`src/rtl/maze_mem_arbiter.sv`:
```
// Round-robin arbiter sharing the single-port maze RAM between the solver (S) and host (H).
// The current owner may hold the port with a lock for a bounded run of consecutive grants.
module maze_mem_arbiter #(
  parameter int ADDR_W   = 8,
  parameter int DATA_W   = 1,
  parameter int LOCK_MAX = 4
) (
  input  logic              clk,
  input  logic              rst,
  input  logic              s_req,
  input  logic              s_lock,
  input  logic              s_wr,
  input  logic [ADDR_W-1:0] s_addr,
  input  logic [DATA_W-1:0] s_wdata,
  output logic              s_gnt,
  output logic              s_rvalid,
  output logic [DATA_W-1:0] s_rdata,
  input  logic              h_req,
  input  logic              h_lock,
  input  logic              h_wr,
  input  logic [ADDR_W-1:0] h_addr,
  input  logic [DATA_W-1:0] h_wdata,
  output logic              h_gnt,
  output logic              h_rvalid,
  output logic [DATA_W-1:0] h_rdata,
  output logic [ADDR_W-1:0] mem_addr,
  output logic              mem_wr,
  output logic              mem_rd,
  output logic [DATA_W-1:0] mem_din,
  input  logic [DATA_W-1:0] mem_dout,
  output logic              busy
);

  typedef enum logic [1:0] {
    OWN_NONE = 2'd0,
    OWN_S    = 2'd1,
    OWN_H    = 2'd2
  } owner_t;

  localparam logic [4:0] LOCK_LIM = 5'(LOCK_MAX);

  owner_t            owner_q, owner_d;
  logic              last_h_q, last_h_d;
  logic [3:0]        lock_cnt_q, lock_cnt_d;
  logic              s_rvalid_q, s_rvalid_d;
  logic              h_rvalid_q, h_rvalid_d;

  logic              own_req, own_lock, own_wr, oth_req;
  logic [ADDR_W-1:0] own_addr;
  logic [DATA_W-1:0] own_wdata;
  logic              act, keep, served_h;

  always_comb begin
    own_req   = 1'b0;
    own_lock  = 1'b0;
    own_wr    = 1'b0;
    own_addr  = '0;
    own_wdata = '0;
    oth_req   = 1'b0;
    case (owner_q)
      OWN_S: begin
        own_req   = s_req;
        own_lock  = s_lock;
        own_wr    = s_wr;
        own_addr  = s_addr;
        own_wdata = s_wdata;
        oth_req   = h_req;
      end
      OWN_H: begin
        own_req   = h_req;
        own_lock  = h_lock;
        own_wr    = h_wr;
        own_addr  = h_addr;
        own_wdata = h_wdata;
        oth_req   = s_req;
      end
      default: ;
    endcase

    act = (owner_q != OWN_NONE) && own_req;
    // lock_cnt_q counts earlier locked grants of this tenure; the current one is number lock_cnt_q+1
    keep = act && (!oth_req || (own_lock && (({1'b0, lock_cnt_q} + 5'd1) < LOCK_LIM)));
    // The current owner counts as served in this cycle, so a tie goes to the other side
    served_h = (owner_q == OWN_NONE) ? last_h_q : (owner_q == OWN_H);

    if (keep) begin
      owner_d = owner_q;
    end else if (s_req && h_req) begin
      owner_d = served_h ? OWN_S : OWN_H;
    end else if (s_req) begin
      owner_d = OWN_S;
    end else if (h_req) begin
      owner_d = OWN_H;
    end else begin
      owner_d = OWN_NONE;
    end
    last_h_d = served_h;

    lock_cnt_d = '0;
    if (keep && own_lock) begin
      lock_cnt_d = ({1'b0, lock_cnt_q} < LOCK_LIM) ? lock_cnt_q + 4'd1 : lock_cnt_q;
    end

    mem_addr = act ? own_addr : '0;
    mem_wr   = act && own_wr;
    mem_rd   = act && !own_wr;
    mem_din  = (act && own_wr) ? own_wdata : '0;

    s_rvalid_d = mem_rd && (owner_q == OWN_S);
    h_rvalid_d = mem_rd && (owner_q == OWN_H);
  end

  always_ff @(posedge clk) begin
    if (rst) begin
      owner_q    <= OWN_NONE;
      last_h_q   <= 1'b1;
      lock_cnt_q <= '0;
      s_rvalid_q <= 1'b0;
      h_rvalid_q <= 1'b0;
    end else begin
      owner_q    <= owner_d;
      last_h_q   <= last_h_d;
      lock_cnt_q <= lock_cnt_d;
      s_rvalid_q <= s_rvalid_d;
      h_rvalid_q <= h_rvalid_d;
    end
  end

  assign s_gnt    = (owner_q == OWN_S);
  assign h_gnt    = (owner_q == OWN_H);
  assign s_rvalid = s_rvalid_q;
  assign h_rvalid = h_rvalid_q;
  assign s_rdata  = s_rvalid_q ? mem_dout : '0;
  assign h_rdata  = h_rvalid_q ? mem_dout : '0;
  assign busy     = s_gnt | h_gnt | s_rvalid_q | h_rvalid_q;

endmodule

```
`config.mk`:
```
export PLATFORM = sky130hd
export DESIGN_NAME = maze_mem_arbiter
export DESIGN_NICKNAME = d
export VERILOG_FILES = /design/src/rtl/maze_mem_arbiter.sv
export SDC_FILE = /design/constraint.sdc
export NUM_CORES = 1
export LEC_CHECK = 0
export BUFFER_PORTS_ARGS = -buffer_cell sky130_fd_sc_hd__clkbuf_2
export CAP_MARGIN = 20
export CORE_MARGIN = 8
export CORE_UTILIZATION = 39
export CTS_CLUSTER_DIAMETER = 30
export DETAILED_ROUTE_END_ITERATION = 10
export GPL_ROUTABILITY_DRIVEN = 0
export HOLD_SLACK_MARGIN = 0.12
export PLACE_DENSITY = 0.77
export SYNTH_ARGS = -nofsm -noshare
export SYNTH_HDL_FRONTEND = slang
export SYNTH_SLANG_ARGS = --single-unit
```
`constraint.sdc`:
```
create_clock -name clk -period 2.07 [get_ports clk]
set_input_delay 0.1035 -clock clk [delete_from_list [all_inputs] [get_ports clk]]
set_output_delay 0.1035 -clock clk [all_outputs]
set_load 0.03 [all_outputs]
```
Yosys cells after proc, flatten, opt, wreduce, memory -nomap -nowiden
Cells that the tools add are included.

Word-level logic and storage cells: 45. Output and inout port bits: 18. Flip-flop bits (word level): 9. Bits of input ports: 27.

Bitwise logic cells: 4. Mux-type cells: 15. Equal/unequal tests: 2. $add $sub $neg: 2. Order comparisons: 2. Reductions and logical operators: 15.

Operator list (count): one-hot mux 8 bit (2 select lines) (1); one-hot mux 1 bit (2 select lines) (5); logical AND 1 bit (9); two-way mux 2 bit (4); two-way mux 8 bit (1); adder 4 x 1 -> 5 bit (second input constant) (1); less-than comparator 5 x 3 -> 1 bit (second input constant) (1); adder 4 x 1 -> 4 bit (second input constant) (1); less-than comparator 4 x 3 -> 1 bit (second input constant) (1); two-way mux 1 bit (4); OR 1 bit (3); equality test 2 x 1 -> 1 bit (second input constant) (1); equality test 2 bit (second input constant) (1); logical NOT 1 bit (2); logical NOT 2 bit (1); nonzero test 2 bit (1); OR reduction 2 bit (1); logical OR 1 bit (1); inverter 1 bit (1).

Depth between registers and ports, before layout
Gate-level depths: netlist (run 1).

Depth in word-level cells: 8. Mapped depth: 7. Mapped depth without buffers: 7.

Least setup slack after synthesis (run 1)
No wires, ideal clock.

Kind: reg-to-output. Start point: register owner_q[0]. End point: output port mem_din. Arrival: 2.040 ns. Data required time: 1.966 ns. Buffers on the path: 1. Slack: -0.074 ns. Cell stages (with the launch flop): 7. Cells stage by stage: dfxtp_1 inv_1 ha_1 a22o_1 nand3b_1 buf_2 nor3_1.

Longest elaborated chain between the ends: 5. Elaborated cells between the ends (all ways): 9. Those cells by class: 2 x eq/ne; 4 x mux; 3 x reduce/logical.

RTL lines: start: declaration (RTL line 42) `owner_t owner_q, owner_d;`; start signal: assignment (RTL line 121) `owner_q <= owner_d;`; equality test 2 bit *; net h_gnt (RTL line 23) `output logic h_gnt,`; one-hot mux 1 bit (2 select lines) (RTL line 60) `case (owner_q)`; logical AND 1 bit (RTL line 80) `act = (owner_q != OWN_NONE) && own_req;`; logical AND 1 bit (RTL line 107) `mem_din = (act && own_wr) ? own_wdata : '0;`; two-way mux 1 bit * (RTL line 107); end: declaration (RTL line 29) `output logic [DATA_W-1:0] mem_din,`.

The timed path passes the listed nets; every way through them passes the cells marked *.

Final worst setup path (run 1)
Start point: register owner_q[1]. End point: output port mem_rd.

Longest elaborated chain between the ends: 4. Elaborated cells between the ends (all ways): 8. Those cells by class: 2 x eq/ne; 2 x mux; 4 x reduce/logical.

RTL lines: equality test 2 bit or equality test 2 x 1 -> 1 bit (tied branches) (RTL line 60); one-hot mux 1 bit (2 select lines) (RTL line 60); logical AND 1 bit or logical NOT 1 bit (tied branches) (RTL line 80, 106); logical AND 1 bit * (RTL line 106) `mem_rd = act && !own_wr;`; end: declaration (RTL line 28) `output logic mem_rd,`.

Mark *: on every way between the ends. The rest lies on a longest branch, timed or not.

==> qor.txt, run 1 <==
Async set-or-reset flop fraction in the synthesized netlist: 0
Core Rows: 14
TritonRoute pass-1 iters: 4
Post-route setup TNS: 0 ps
Clock root cell: clkbuf_4
Final Cycle Share: 0.912
Top post-synthesis cells by area: dfxtp_1 (28%), a22oi_1 (12%), nor2_1 (8.2%)
Syn nets: 110
Minimum clock period after layout: 1890 ps
Reg2Reg Depth: 8
WHS Path Cells: 3
First-pass GRT wire length: 3440 um
Vias in the first global route: 853
Final Core Density: 0.635
Clk sink count: 9
Setup violators final: 0
Layout cells sized above 1: 0.508
Via count: 764
Nets: 164
#FFs+latches synth: 9
Post-DRT Antenna Nets: 0
Syn-to-layout area delta: 51.3%
N_diodes: 0
Placed cells: 139
EDFF count, synth: 0
Clock Tree Buf Depth: 2
Syn Area/Cell: 8.09 um2
Sink of the worst hold path: owner_q[0]
Top Ports: 45
Layout Cell Area excl Fill: 967 um2
Total Wirelength: 1990 um
Largest net degree at the start of global routing: 16
Syn Inst Count: 79
Worst path max stage delay: 380 ps
CTS tree: done
DR WL/cell: 13.4 um
Most common cell in the netlist: nor2_1
Crit Path Max Fanout: 5
Synthesized area: 639 um2
Total global routing track utilization: 0.132
Core area: 1520 um2
Worst Hold Class: primary input to register
WHS: 241 ps
Max Slew Vio Count: 0
Antenna violations before repair: 0
Yosys warning count: 0
WS Path Type: register to primary output
Post-synth top area cell: dfxtp_1
Max VDD drop: 0.250 mV
Post-synth top cells: nor2_1 (14), a22oi_1 (10), dfxtp_1 (9)
Place WS: 216 ps
Pwr Density: 466 nW/um2
Worst Hold Launch: h_req
Clock insertion delay at the later pin of the skew report: 260 ps
Worst EP required: 1970 ps
DPL Wire Length: 1630 um
Worst path cell trace: inv_1, ha_2, nand3b_1, buf_4, nor2b_1, clkbuf_2
# H-tree levels: 1
Max-Cap Viols: 0
Sequential fraction of the synthesis area: 0.282
Max Freq: 530 MHz
Iteration-0 DRC count of the detailed router: 14
Flop2flop setup slack: 300 ps
Die ar.: 3190 um2
Worst Tran Pin Value: 230 ps
Worst setup margin: 182 ps
CP Data Arrival Time: 1780 ps
Top cell type's share of synthesized area: 0.282
Reg2reg start: owner_q[0]
Die Ht: 56.5 um
Hold Vio Cnt, Final: 0
Tot Pwr: 451 uW
Crit-path slowest cell: ha_2
Placed Area: 890 um2
CP Capture Type: primary output
Post-synth cell types: 30
PortBufs: 44
Die Wd: 56.5 um
Fin cells: 148
Worst Skew: 3.05 ps
Via density: 5.16
Clk slew on worst S/H paths: 70 ps
Gr ovfl total: 0
DRC violation count after routing: 0
RSZ-0062 raised after global routing: false
Status: complete, no violations
Leakage: 0.464 nW
Initial Util: 0.420
FF-to-FF End: owner_q[0]
Worst slew margin: 0.842
CP Launch Type: register
Main synth FF type: dfxtp_1
CTS Buf Count: 3
[flip-flops by register name, summed over array words and instances, names as in the netlist]
name,cells
h_rvalid,1
owner_q,2
last_h_q,1
s_rvalid,1
lock_cnt_q,4
[layout make-up]
class,count,area (um2)
clock buffer,3,22.5
clock inverter,1,5.00
fill,136,557
inverter,3,11.3
multi-input combinational,64,445
sequential,9,180
tap,16,20.0
timing repair buffer,52,283
[worst max path at each step]
stage	slack, ps	endpoint	depth (start not counted)	from
floorplan	170	mem_din	6	owner_q[0]
global placement	290	mem_wr	7	owner_q[1]
detailed placement	220	mem_addr[5]	7	owner_q[1]
CTS	110	mem_rd	6	owner_q[1]
global route	7	mem_rd	6	owner_q[0]
finish	180	mem_rd	6	owner_q[1]
[repair_timing]
item / in CTS / in global routing
setup buffers: 2 / 2
pin swaps: 0 / 1
hold buffers: 1 / 0
hold endpoints to repair: 1 / 0
setup endpoints to repair: 6 / 10
gates resized for setup: 1 / 2
cloned: 0 / 0
[worst max-delay path, delay by kind of cell (launching register included)]
kind	cells	cell delay, ps
flops	1	370
buf+inv	3	490
fa+ha+maj	1	380
simple gates	2	280
[kinds of logic after synthesis]
kind of cell,share of synthesized area
simple gates,0.297
compound gates,0.268
flops,0.282
buf+inv,0.0450
fa+ha+maj,0.0783
xor+xnor,0.0137
mux,0.0157
[routing by layer]
metal  vias up  global-route usage  share of wire
met4         0              0.0722         0.0096
met3         2              0.0742          0.095
li1        390                   -              -
met5         -                   0              0
met1       338               0.133           0.42
met2        34               0.210           0.48
[layout by cell type (no fill, tap or decap), drive strengths merged, types with 2 or more instances in the layout]
cell	instances
buf	7
a22oi	10
nand2	4
ha	4
dfxtp	9
o21ai	2
nor3	2
a21oi	4
inv	3
and3	3
nand2b	2
nor2b	2
clkbuf	47
and2	4
nor2	15
a22o	5
[report_power, final]
part | internal [mW] | total (mW) | switching [mW] | leakage [nW]
Combinational | 0.0631 | 0.131 | 0.0676 | 0.373
Sequential | 0.178 | 0.182 | 0.00331 | 0.0732
Clock | 0.0714 | 0.138 | 0.0668 | 0.0177
No activity file was read; power rests on OpenSTA's default activity.
==> run 2, diff against run 1 <==
==> constraint.sdc (replaced) <==
create_clock -name clk -period 2.07 [get_ports clk]
set_input_delay 0.207 -clock clk [delete_from_list [all_inputs] [get_ports clk]]
set_output_delay 0.207 -clock clk [all_outputs]
set_load 0.03 [all_outputs]
==> run 2 against run 1 <==
Against the previous run:
- worst hold slack lost 10 ps
- sequential power is essentially flat
- setup slack lost 120 ps
- combinational power is essentially flat
- sequential share of layout area grew 0.51 points
- clock power is essentially flat
- critical path depth is the same
- largest power group unchanged
==> qor.txt, run 2 (same netlist as run 1, synthesis figures left out) <==
Status: complete, no violations
Most flop-heavy register: lock_cnt_q
Worst Skew: 5.11 ps (+2.06 ps)
Top Ports: 45 (unchanged)
Max VDD drop: 0.320 mV (+28%)
Max Slew Vio Count: 0 (unchanged)
Pwr Density: 470 nW/um2 (+0.94%)
WS Path Type: register to primary output
Final Cycle Share: 0.968 (+0.0562)
Max Freq: 499 MHz (-5.8%)
Total Wirelength: 2030 um (+2.0%)
First-pass GRT wire length: 3420 um (-0.81%)
Most frequent cells in the layout: clkbuf_2 (43), nor2_1 (14), a22oi_1 (9)
Worst Tran Pin Value: 275 ps (+45.1 ps)
CTS Buf Count: 3 (unchanged)
Initial Util: 0.420 (unchanged)
Number of flip-flops in the largest register: 4 (unchanged)
CP bufs+invs: 3 (unchanged)
Vias in the first global route: 869 (+1.9%)
Post-CTS Setup Inserts: 0 (-2)
Commonest non-fill, non-tap cell in the layout: clkbuf_2
Worst EP required: 1860 ps (-110 ps)
Via count: 774 (+1.3%)
Largest regs: lock_cnt_q x4, owner_q x2
Worst path max stage delay: 390 ps (about the same)
# H-tree levels: 1 (unchanged)
Crit Path Max Fanout: 13 (+8)
Sequential Area: 183 um2 (+1.4%)
DR WL/cell: 14.2 um (+5.6%)
PortBufs: 44 (unchanged)
TritonRoute pass-1 iters: 4 (unchanged)
CP Launch Type: register
Worst path cell trace: inv_1, ha_2, nand3b_1, buf_4, nor3_2, clkbuf_4
Max-Cap Viols: 0 (unchanged)
CP top delay family: buffers and inverters
Setup violators final: 0 (unchanged)
Total global routing track utilization: 0.127 (-0.00474)
CP Data Arrival Time: 1800 ps (+20 ps)
Clock insertion delay at the later pin of the skew report: 260 ps (about the same)
Clk sink count: 9 (unchanged)
Iteration-0 DRC count of the detailed router: 9 (-5)
Worst slew margin: 0.816 (-0.0260)
Worst setup margin: 65.6 ps (-116 ps)
CP Capture Type: primary output
Syn-to-layout area delta: 49.3%
CTS tree: done
Minimum clock period after layout: 2000 ps (+116 ps)
Hold Vio Cnt, Final: 0 (unchanged)
N_diodes: 0 (unchanged)
Die ar.: 3190 um2 (unchanged)
Multi-input gate area: 468 um2 (+5.1%)
Layout Cell Area excl Fill: 955 um2 (-1.3%)
Gr ovfl total: 0 (unchanged)
DRC violation count after routing: 0 (unchanged)
Core Rows: 14 (unchanged)
Crit-path slowest cell: ha_2
Leakage: 0.446 nW (-3.9%)
Clk slew on worst S/H paths: 70 ps (about the same)
WHS: 231 ps (-10.4 ps)
Antenna violations before repair: 0 (unchanged)
Post-DRT Antenna Nets: 0 (unchanged)
Clock Tree Buf Depth: 2 (unchanged)
Via density: 5.41 (+4.9%)
Die Ht: 56.5 um (unchanged)
Clock root cell: clkbuf_4
Die Wd: 56.5 um (unchanged)
Place WS: 218 ps (+2.25 ps)
Worst Hold Class: primary input to register
Core area: 1520 um2 (unchanged)
Placed Area: 890 um2 (unchanged)
Largest net degree at the start of global routing: 14 (-2)
# fillers: 131 (-3.7%)
DPL Wire Length: 1720 um (+5.9%)
Layout cells sized above 1: 0.520 (+0.0121)
Nets: 159 (-3.0%)
-- run 2: cell types whose count changed in the layout (fill, tap and decap cells not counted) --
cell,change
clkbuf_4,+1
buf_4,-4
ha_1,-1
ha_2,-1
dfxtp_2,+2
dfxtp_1,-2
clkbuf_2,-1
dlygate4sd3_1,-1
ha_4,+2
-- run 2: report_power, final --
| part | switching [mW] | total [mW] | internal, mW |
|---|---|---|---|
| Clock | 0.0639 | 0.135 | 0.0713 |
| Combinational | 0.0686 | 0.130 | 0.0612 |
| Sequential | 0.00491 | 0.184 | 0.179 |
| Total | 0.137 | 0.449 | 0.312 |
-- run 2: worst paths after layout --
kind	startpoint	end	slack, ps	cells past startpoint
setup / recovery	owner_q[0]	mem_din	70	6
hold / removal	rst	last_h_q	230	2
setup reg to reg	owner_q[0]	owner_q[0]	320	8
hold reg to reg	lock_cnt_q[1]	lock_cnt_q[1]	500	2
-- run 2: metal layers --
metal	track usage	vias to the layer above	part of all wire	wire [um]
li1	-	380	-	-
met1	0.119	354	0.38	766
met2	0.219	38	0.49	994
met3	0.0742	2	0.12	235
met4	0.0515	0	0.015	30
met5	0	-	0	0
-- run 2: worst reg2reg max path: cells and delay by family, from the launching register on --
family | cells | cell delay, ps
AO/OA/AOI/OAI | 2 | 440
flip-flops | 1 | 370
AND/OR/NAND/NOR | 3 | 330
adder cells (fa/ha/maj) | 1 | 210
buffers and inverters | 2 | 300
-- run 2: area by class of cell --
cell class | count | share of cell area
clock inverter | 1 | 0.00524
tap | 16 | 0.0210
sequential | 9 | 0.191
inverter | 3 | 0.0118
timing repair buffer | 47 | 0.257
multi-input combinational | 64 | 0.490
clock buffer | 3 | 0.0236
-- run 2: timing repair --
| item | 4_1_cts | 5_1_grt |
|---|---|---|
| setup endpoints to repair | 2 | 11 |
| gates resized for setup | 2 | 8 |
| endpoints found under the hold margin | 0 | 0 |
| hold buffers | 0 | 0 |
-- run 2: metrics by stage --
stage                     TNS, ps  power [mW]  instances  utilization
final                           0       0.449        143        0.626
after global routing        -10.4       0.475        143        0.626
after global placement          0       0.304        139        0.584
after CTS                       0       0.445        143        0.605
after floorplan                 0       0.259         79            -
after detailed placement        0       0.307        139        0.584
